--- src/rtl/sum_latch_uart_framer.sv ---
// Operand latch with add/subtract result register. Each new result is sent once
// as an uppercase ASCII hex frame (digits, CR, LF) through a handshaked byte UART.
module sum_latch_uart_framer #(
  parameter int DATA_W  = 4,
  parameter bit SYNC_EN = 1'b1
) (
  input  logic              clk,
  input  logic              reset,
  input  logic              save_a_n,
  input  logic              save_b_n,
  input  logic [DATA_W-1:0] data_input,
  input  logic              op_sub,
  input  logic              uart_tx_busy,
  output logic              uart_tx_en,
  output logic [7:0]        uart_tx_data,
  output logic [DATA_W:0]   result,
  output logic              frame_busy
);

  localparam int RES_W = DATA_W + 1;
  localparam int NDIG  = (RES_W + 3) / 4;
  localparam int SH_W  = 4 * NDIG;
  localparam int IDX_W = $clog2(NDIG + 2) + 1;

  typedef enum logic [2:0] {
    S_IDLE,
    S_LOAD,
    S_REQ,
    S_WAIT_HI,
    S_WAIT_LO
  } state_t;

  logic a_s, b_s;
  logic a_prev, b_prev;
  logic a_fall, b_fall;

  // Synchronisers reset to the inactive (high) level so reset never fakes a save.
  if (SYNC_EN) begin : g_sync2
    logic [1:0] a_ff, b_ff;
    always_ff @(posedge clk) begin
      if (reset) begin
        a_ff <= '1;
        b_ff <= '1;
      end else begin
        a_ff <= {a_ff[0], save_a_n};
        b_ff <= {b_ff[0], save_b_n};
      end
    end
    assign a_s = a_ff[1];
    assign b_s = b_ff[1];
  end else begin : g_sync1
    logic a_ff, b_ff;
    always_ff @(posedge clk) begin
      if (reset) begin
        a_ff <= 1'b1;
        b_ff <= 1'b1;
      end else begin
        a_ff <= save_a_n;
        b_ff <= save_b_n;
      end
    end
    assign a_s = a_ff;
    assign b_s = b_ff;
  end

  assign a_fall = a_prev & ~a_s;
  assign b_fall = b_prev & ~b_s;

  logic [DATA_W-1:0] opa, opb;
  logic              op;
  logic              upd;

  always_ff @(posedge clk) begin
    if (reset) begin
      a_prev <= 1'b1;
      b_prev <= 1'b1;
      opa    <= '0;
      opb    <= '0;
      op     <= 1'b0;
      upd    <= 1'b0;
    end else begin
      a_prev <= a_s;
      b_prev <= b_s;
      upd    <= a_fall | b_fall;
      if (a_fall) opa <= data_input;
      if (b_fall) opb <= data_input;
      if (a_fall | b_fall) op <= op_sub;
    end
  end

  state_t            state;
  logic              pending;
  logic [SH_W-1:0]   snap;
  logic [IDX_W-1:0]  idx;
  logic [3:0]        nib;
  logic [7:0]        cur_byte;

  always_comb begin
    nib = snap[SH_W-1 -: 4];
    if (idx < IDX_W'(NDIG))
      cur_byte = (nib < 4'd10) ? (8'h30 + {4'h0, nib}) : (8'h37 + {4'h0, nib});
    else if (idx == IDX_W'(NDIG))
      cur_byte = 8'h0D;
    else
      cur_byte = 8'h0A;
  end

  always_ff @(posedge clk) begin
    if (reset) begin
      state        <= S_IDLE;
      result       <= '0;
      pending      <= 1'b0;
      snap         <= '0;
      idx          <= '0;
      uart_tx_en   <= 1'b0;
      uart_tx_data <= '0;
      frame_busy   <= 1'b0;
    end else begin
      uart_tx_en <= 1'b0;
      if (upd)
        result <= op ? ({1'b0, opa} - {1'b0, opb}) : ({1'b0, opa} + {1'b0, opb});

      case (state)
        S_IDLE: begin
          if (pending) begin
            pending <= 1'b0;
            snap    <= SH_W'(result);
            idx     <= '0;
            state   <= S_LOAD;
          end
        end
        S_LOAD: begin
          frame_busy <= 1'b1;
          state      <= S_REQ;
        end
        S_REQ: begin
          if (!uart_tx_busy) begin
            uart_tx_en   <= 1'b1;
            uart_tx_data <= cur_byte;
            state        <= S_WAIT_HI;
          end
        end
        S_WAIT_HI: begin
          if (uart_tx_busy) state <= S_WAIT_LO;
        end
        S_WAIT_LO: begin
          if (!uart_tx_busy) begin
            if (idx == IDX_W'(NDIG + 1)) begin
              frame_busy <= 1'b0;
              state      <= S_IDLE;
            end else begin
              idx   <= idx + 1'b1;
              snap  <= snap << 4;
              state <= S_REQ;
            end
          end
        end
        default: state <= S_IDLE;
      endcase

      // A result landing in the same cycle the FSM leaves IDLE is not in the
      // snapshot, so the set must win over the clear.
      if (upd) pending <= 1'b1;
    end
  end

endmodule
--- config.mk ---
export PLATFORM = sky130hd
export DESIGN_NAME = sum_latch_uart_framer
export DESIGN_NICKNAME = d
export VERILOG_FILES = /design/src/rtl/sum_latch_uart_framer.sv
export SDC_FILE = /design/constraint.sdc
export NUM_CORES = 1
export LEC_CHECK = 0
export BUFFER_PORTS_ARGS = -buffer_cell sky130_fd_sc_hd__buf_2
export CAP_MARGIN = 15
export CORE_UTILIZATION = 55
export CTS_CLUSTER_DIAMETER = 50
export DETAILED_ROUTE_END_ITERATION = 7
export PLACE_DENSITY = 0.72
export SLEW_MARGIN = 20
export SYNTH_ARGS = -nofsm -noshare
export SYNTH_HDL_FRONTEND = slang
export SYNTH_SLANG_ARGS = --single-unit
--- constraint.sdc ---
create_clock -name clk -period 3.3 [get_ports clk]
set_clock_uncertainty 0.2 [all_clocks]
set_input_delay 0.495 -clock clk [delete_from_list [all_inputs] [get_ports clk]]
set_output_delay 0.495 -clock clk [all_outputs]
set_load 0.03 [all_outputs]
# --- Word-level counts from Yosys, hierarchy flattened ---
# Index checks and enable logic that the tools add are counted.
op_classes:
  n_addsub: 5
  order_cmp: 2
  n_eq_ne: 12
  muxes: 24
  bitwise: 7
  reduce_logical: 9
op_table:
  columns: ["cell", "count"]
  rows:
  - ["3-bit 2-to-1 mux", 8]
  - ["8-bit 2-to-1 mux", 3]
  - ["8-bit one-hot mux with 2 select lines", 1]
  - ["3-bit one-hot mux with 5 select lines", 1]
  - ["6-bit by 4-bit adder with 7-bit output, first input constant", 2]
  - ["7-bit 2-to-1 mux", 2]
  - ["3-bit by 2-bit equality test with 1-bit output, second input constant", 4]
  - ["2-bit inequality test, second input constant", 6]
  - ["4-bit AND reduction", 2]
  - ["3-bit one-hot mux with 2 select lines", 1]
  - ["2-bit nonzero test", 3]
  - ["4-bit by 4-bit adder with 5-bit output", 1]
  - ["1-bit 2-to-1 mux", 5]
  - ["5-bit 2-to-1 mux", 1]
  - ["4-bit by 4-bit subtractor with 5-bit output", 1]
  - ["4-bit less-than comparator, second input constant", 1]
  - ["1-bit NOT", 4]
  - ["3-bit by 1-bit adder with 3-bit output, second input constant", 1]
  - ["3-bit by 1-bit equality test with 1-bit output, second input constant", 1]
  - ["3-bit equality test, second input constant", 1]
  - ["3-bit logical NOT", 1]
  - ["3-bit by 2-bit less-than comparator with 1-bit output, second input constant", 1]
  - ["3-bit AND reduction", 1]
  - ["1-bit bitwise AND", 2]
  - ["other kinds (5)", 5]
totals:
  register_bits: 46
  out_inout_bits: 15

# --- Longest topological paths before layout ---
logic_depth:
  word_depth: 4
  depth_mapped: 9
  depth_no_buf: 9

# --- Worst setup path before layout ---
# No wires, ideal clock.
synth_timing:
  path_kind: "reg2reg"
  from: "register opb[0]"
  to: "register result[4]"
  t_arrival_ns: 1.913
  required_ns: 3.014
  setup_slack_ns: 1.101
  path_stages_with_launch: 9
  path_buffers: 0
  cell_sequence: "dfxtp_1 > inv_1 > ha_1 > mux2_2 > fa_1 > nand2b_1 > a21oi_1 > xor2_1 > a211oi_1"
synth_via:
  elab_chain_cells: 2
  word_cells_on_any_way: 3
synth_lines:
  columns: ["element", "line_no", "text"]
  rows:
  - ["start: declaration", "69", "logic [DATA_W-1:0] opa, opb;"]
  - ["start signal: assignment", "86", "if (b_fall) opb <= data_input;"]
  - ["4-bit by 4-bit adder with 5-bit output or 4-bit by 4-bit subtractor with 5-bit output (tied branches)", "121", "result <= op ? ({1'b0, opa} - {1'b0, opb}) : ({1'b0, opa} + {1'b0, opb});"]
  - ["5-bit 2-to-1 mux (*)", "121", null]
  - ["end signal: assignment", "121", null]
  - ["end: declaration", "16", "output logic [DATA_W:0] result,"]
# Every way passes the cells marked *; elsewhere a longest branch is shown, timed or not.
# A chain may end at the register's enable or synchronous reset.

# --- Final worst setup path ---
# Same ends and word-level chain as after synthesis.

==> run summary <==
Final setup TNS - 0 ns
Starting DRT DRC Count - 60
Syn_nets - 257
Dpl cells - 293
Post-route DRC - 0
Detailed Place HPWL - 2550 µm
Share of post-route cells with drive strength above 1 - 16.5%
Slowest cell on crit path - fa_1
WS Path Type - reg2reg
Maximum VDD drop - 0.000280 V
Flops & latches, synth - 45
CP startpoint - opb[0]
Area Overhead vs Synth - 8.81%
Critical path capture point type - flop
Initial cell density of the core - 59.4%
CTS tree - done
Power Density - 445 nW/µm²
CP max FO - 4
Final instance area - 2220 µm²
DIE AREA - 3970 µm²
Slew headroom - 45.2%
Status - finished, final reports clean
Routed wire length - 3590 µm
Critical Path RT - 3.31 ns
Asr flop ratio synth - 0%
Max Fclk - 0.434 GHz
Post-DP Area - 2140 µm²
Vias per cell - 5.27
Synth unique cells - 43
Cts hold-fix bufs - 0
Gr usage total - 20.8%
Register-to-Register Path Depth - 8
Final hold slack - 0.187 ns
Vias in the first global route - 1571
Rows - 21
Total gr overflow - 0
Clock tree sinks - 45
Max Cap Viol - 0
Number of clock buffers inserted by TritonCTS - 5
First-pass GRT wire length - 6570 µm
Ys Warns - 0
Startpoint type of the worst setup path - flop
WP data arrival - 2.31 ns
Final Max Slew Viols - 0
RSZ-0062 raised after global routing - no
Reg2reg end - result[4]
Detailed-route via count - 1585
Final period util - 69.8%
Core Area - 3440 µm²
HP Class - in2reg
Top cell type's share of synthesized area - 44.1%
CTS resizes - 0
Clock Path Buffers - 2
Largest net degree at the start of global routing - 50
Post-CTS setup buffers - 0
R2R setup slack - 1.0 ns
Top cells by area, synth - dfxtp_1 (44%), a21oi_1 (6.9%), nand2_1 (5.9%)
Crit path time final - 2.30 ns
Reg2reg start - opb[0]
Post-synth EDFFs - 0
I/O pin count - 25
Final hold violation count - 0
Synthesized area per cell - 8.63 µm²
Antenna Nets Post-Route - 0
Dominant cell type by area after synthesis - dfxtp_1
Worst hold start - save_a_n
Clk_lat worst skew - 0.29 ns
CP Cell Sequence - inv_1 > ha_1 > mux2_2 > fa_1 > nand2b_1 > a21oi_1 > xor2_1 > a211oi_1
Avg WL per Cell - 11.9 µm
Fin nets - 274
Clk pin slew, worst setup/hold paths - 0.08 ns
Antenna violations before repair - 0
Seq/Total Area, Yosys - 44.1%
Gpl congestion - 0.890
Most frequent cells in the layout - dfxtp_1 (45), nand2_1 (32), a21oi_1 (28), nor2_1 (24), buf_2 (23)
CP peak stage delay - 0.42 ns
Clock root cell - clkbuf_8
Finish-stage setup viols - 0
Predominant post-synthesis flop cell - dfxtp_1
Die height - 63.0 µm
Cells after Synth - 237
Fin cells - 301
DR pass1 iterations - 4
Least-Margin Pin Slew - 0.822 ns
P_leak - 0.000873 µW
H-Tree Depth - 2
Die width - 63.0 µm
Most common cell after layout, fill and taps aside - dfxtp_1
Post-Synthesis Cell Area - 2040 µm²
Final antenna diode count - 0
IO Port Bufs - 23
Critical Path End - result[4]
-- critical path, delay by kind of cell (launching register included) --
kind | cells | cell delay (ns)
fa+ha+maj | 2 | 0.70
flops | 1 | 0.37
compound gates | 2 | 0.36
mux | 1 | 0.29
simple gates | 1 | 0.16
xor+xnor | 1 | 0.08
buf+inv | 1 | 0.06
-- registers in the layout, summed over array words and instances (netlist names) --
| name | cells |
|---|---|
| a_prev | 1 |
| frame_busy | 1 |
| pending | 1 |
| result | 5 |
| idx | 3 |
| op | 1 |
| uart_tx_data | 7 |
| snap | 8 |
| g_sync2.b_ff | 2 |
| opb | 4 |
| g_sync2.a_ff | 2 |
| b_prev | 1 |
| opa | 4 |
| uart_tx_en | 1 |
| upd | 1 |
| state | 3 |
-- layer usage --
| metal | global-route usage (%) | up-vias | routed length [µm] | part of all wire [%] |
|---|---|---|---|---|
| li1 | - | 835 | - | - |
| met3 | 4.01 | 5 | 83 | 2.3 |
| met1 | 21.8 | 725 | 1630 | 45 |
| met2 | 39.5 | 20 | 1830 | 51 |
| met5 | 0 | - | 0 | 0 |
| met4 | 8.72 | 0 | 48 | 1.3 |
-- power breakdown --
group | switching [µW] | internal (µW)
Clock | 171 | 151
Combinational | 60.1 | 39.0
Sequential | 12.3 | 557
Total | 243 | 747
-- metrics by stage --
stage,total power (µW),setup WS (ns),utilization [%]
detailed placement,682,0.988,62.3
floorplan,658,1.10,-
global placement,680,1.04,62.3
global route,1030,0.818,64.6
CTS,999,0.975,64.6
finish,990,0.995,64.6
-- cells by family (layout without fill, tap and decap cells) --
logic type,count (synthesis),in the layout,share of synthesized area (%)
other,1,1,0.183
buffers and inverters,24,42,5.57
xor gates and xnor gates,5,5,2.14
and+or+nand+nor,98,98,24.1
muxes,7,7,3.55
AOI/OAI and AO/OA,47,47,14.0
DFF,45,45,44.1
adders and majority gates,10,10,6.49
-- area by class of cell --
| type | count | area, µm² |
|---|---|---|
| repair buffers | 23 | 115 |
| fillers | 318 | 1220 |
| multi-input cells | 168 | 1030 |
| clock buffers | 8 | 80.1 |
| inverters | 11 | 41.3 |
| flip-flops and latches | 45 | 901 |
| well taps | 46 | 57.6 |
-- synthesized netlist by cell type (2+ instances only) --
cell	instances
nand2b_1	3
nor3_1	6
xnor2_1	4
a211oi_1	3
nand3b_1	4
inv_1	11
mux2i_1	5
or2_2	6
o31ai_1	2
a21oi_1	28
dfxtp_1	45
nor2_1	24
ha_1	9
clkbuf_1	5
nand3_1	11
buf_6	2
nand2_1	32
o21ai_0	4
mux2_2	2
buf_2	4
nor2b_1	4
a311oi_1	2
-- how the worst min path moves through the flow --
stage               cells after the start  slack, ns         endpoint
floorplan                               1       0.19  g_sync2.a_ff[1]
global placement                        1       0.19  g_sync2.a_ff[1]
detailed placement                      1       0.20  g_sync2.a_ff[1]
CTS                                     2       0.18  g_sync2.a_ff[0]
global route                            2       0.19  g_sync2.a_ff[0]
finish                                  2       0.19  g_sync2.a_ff[0]
Power figures use the tool's default switching activity.
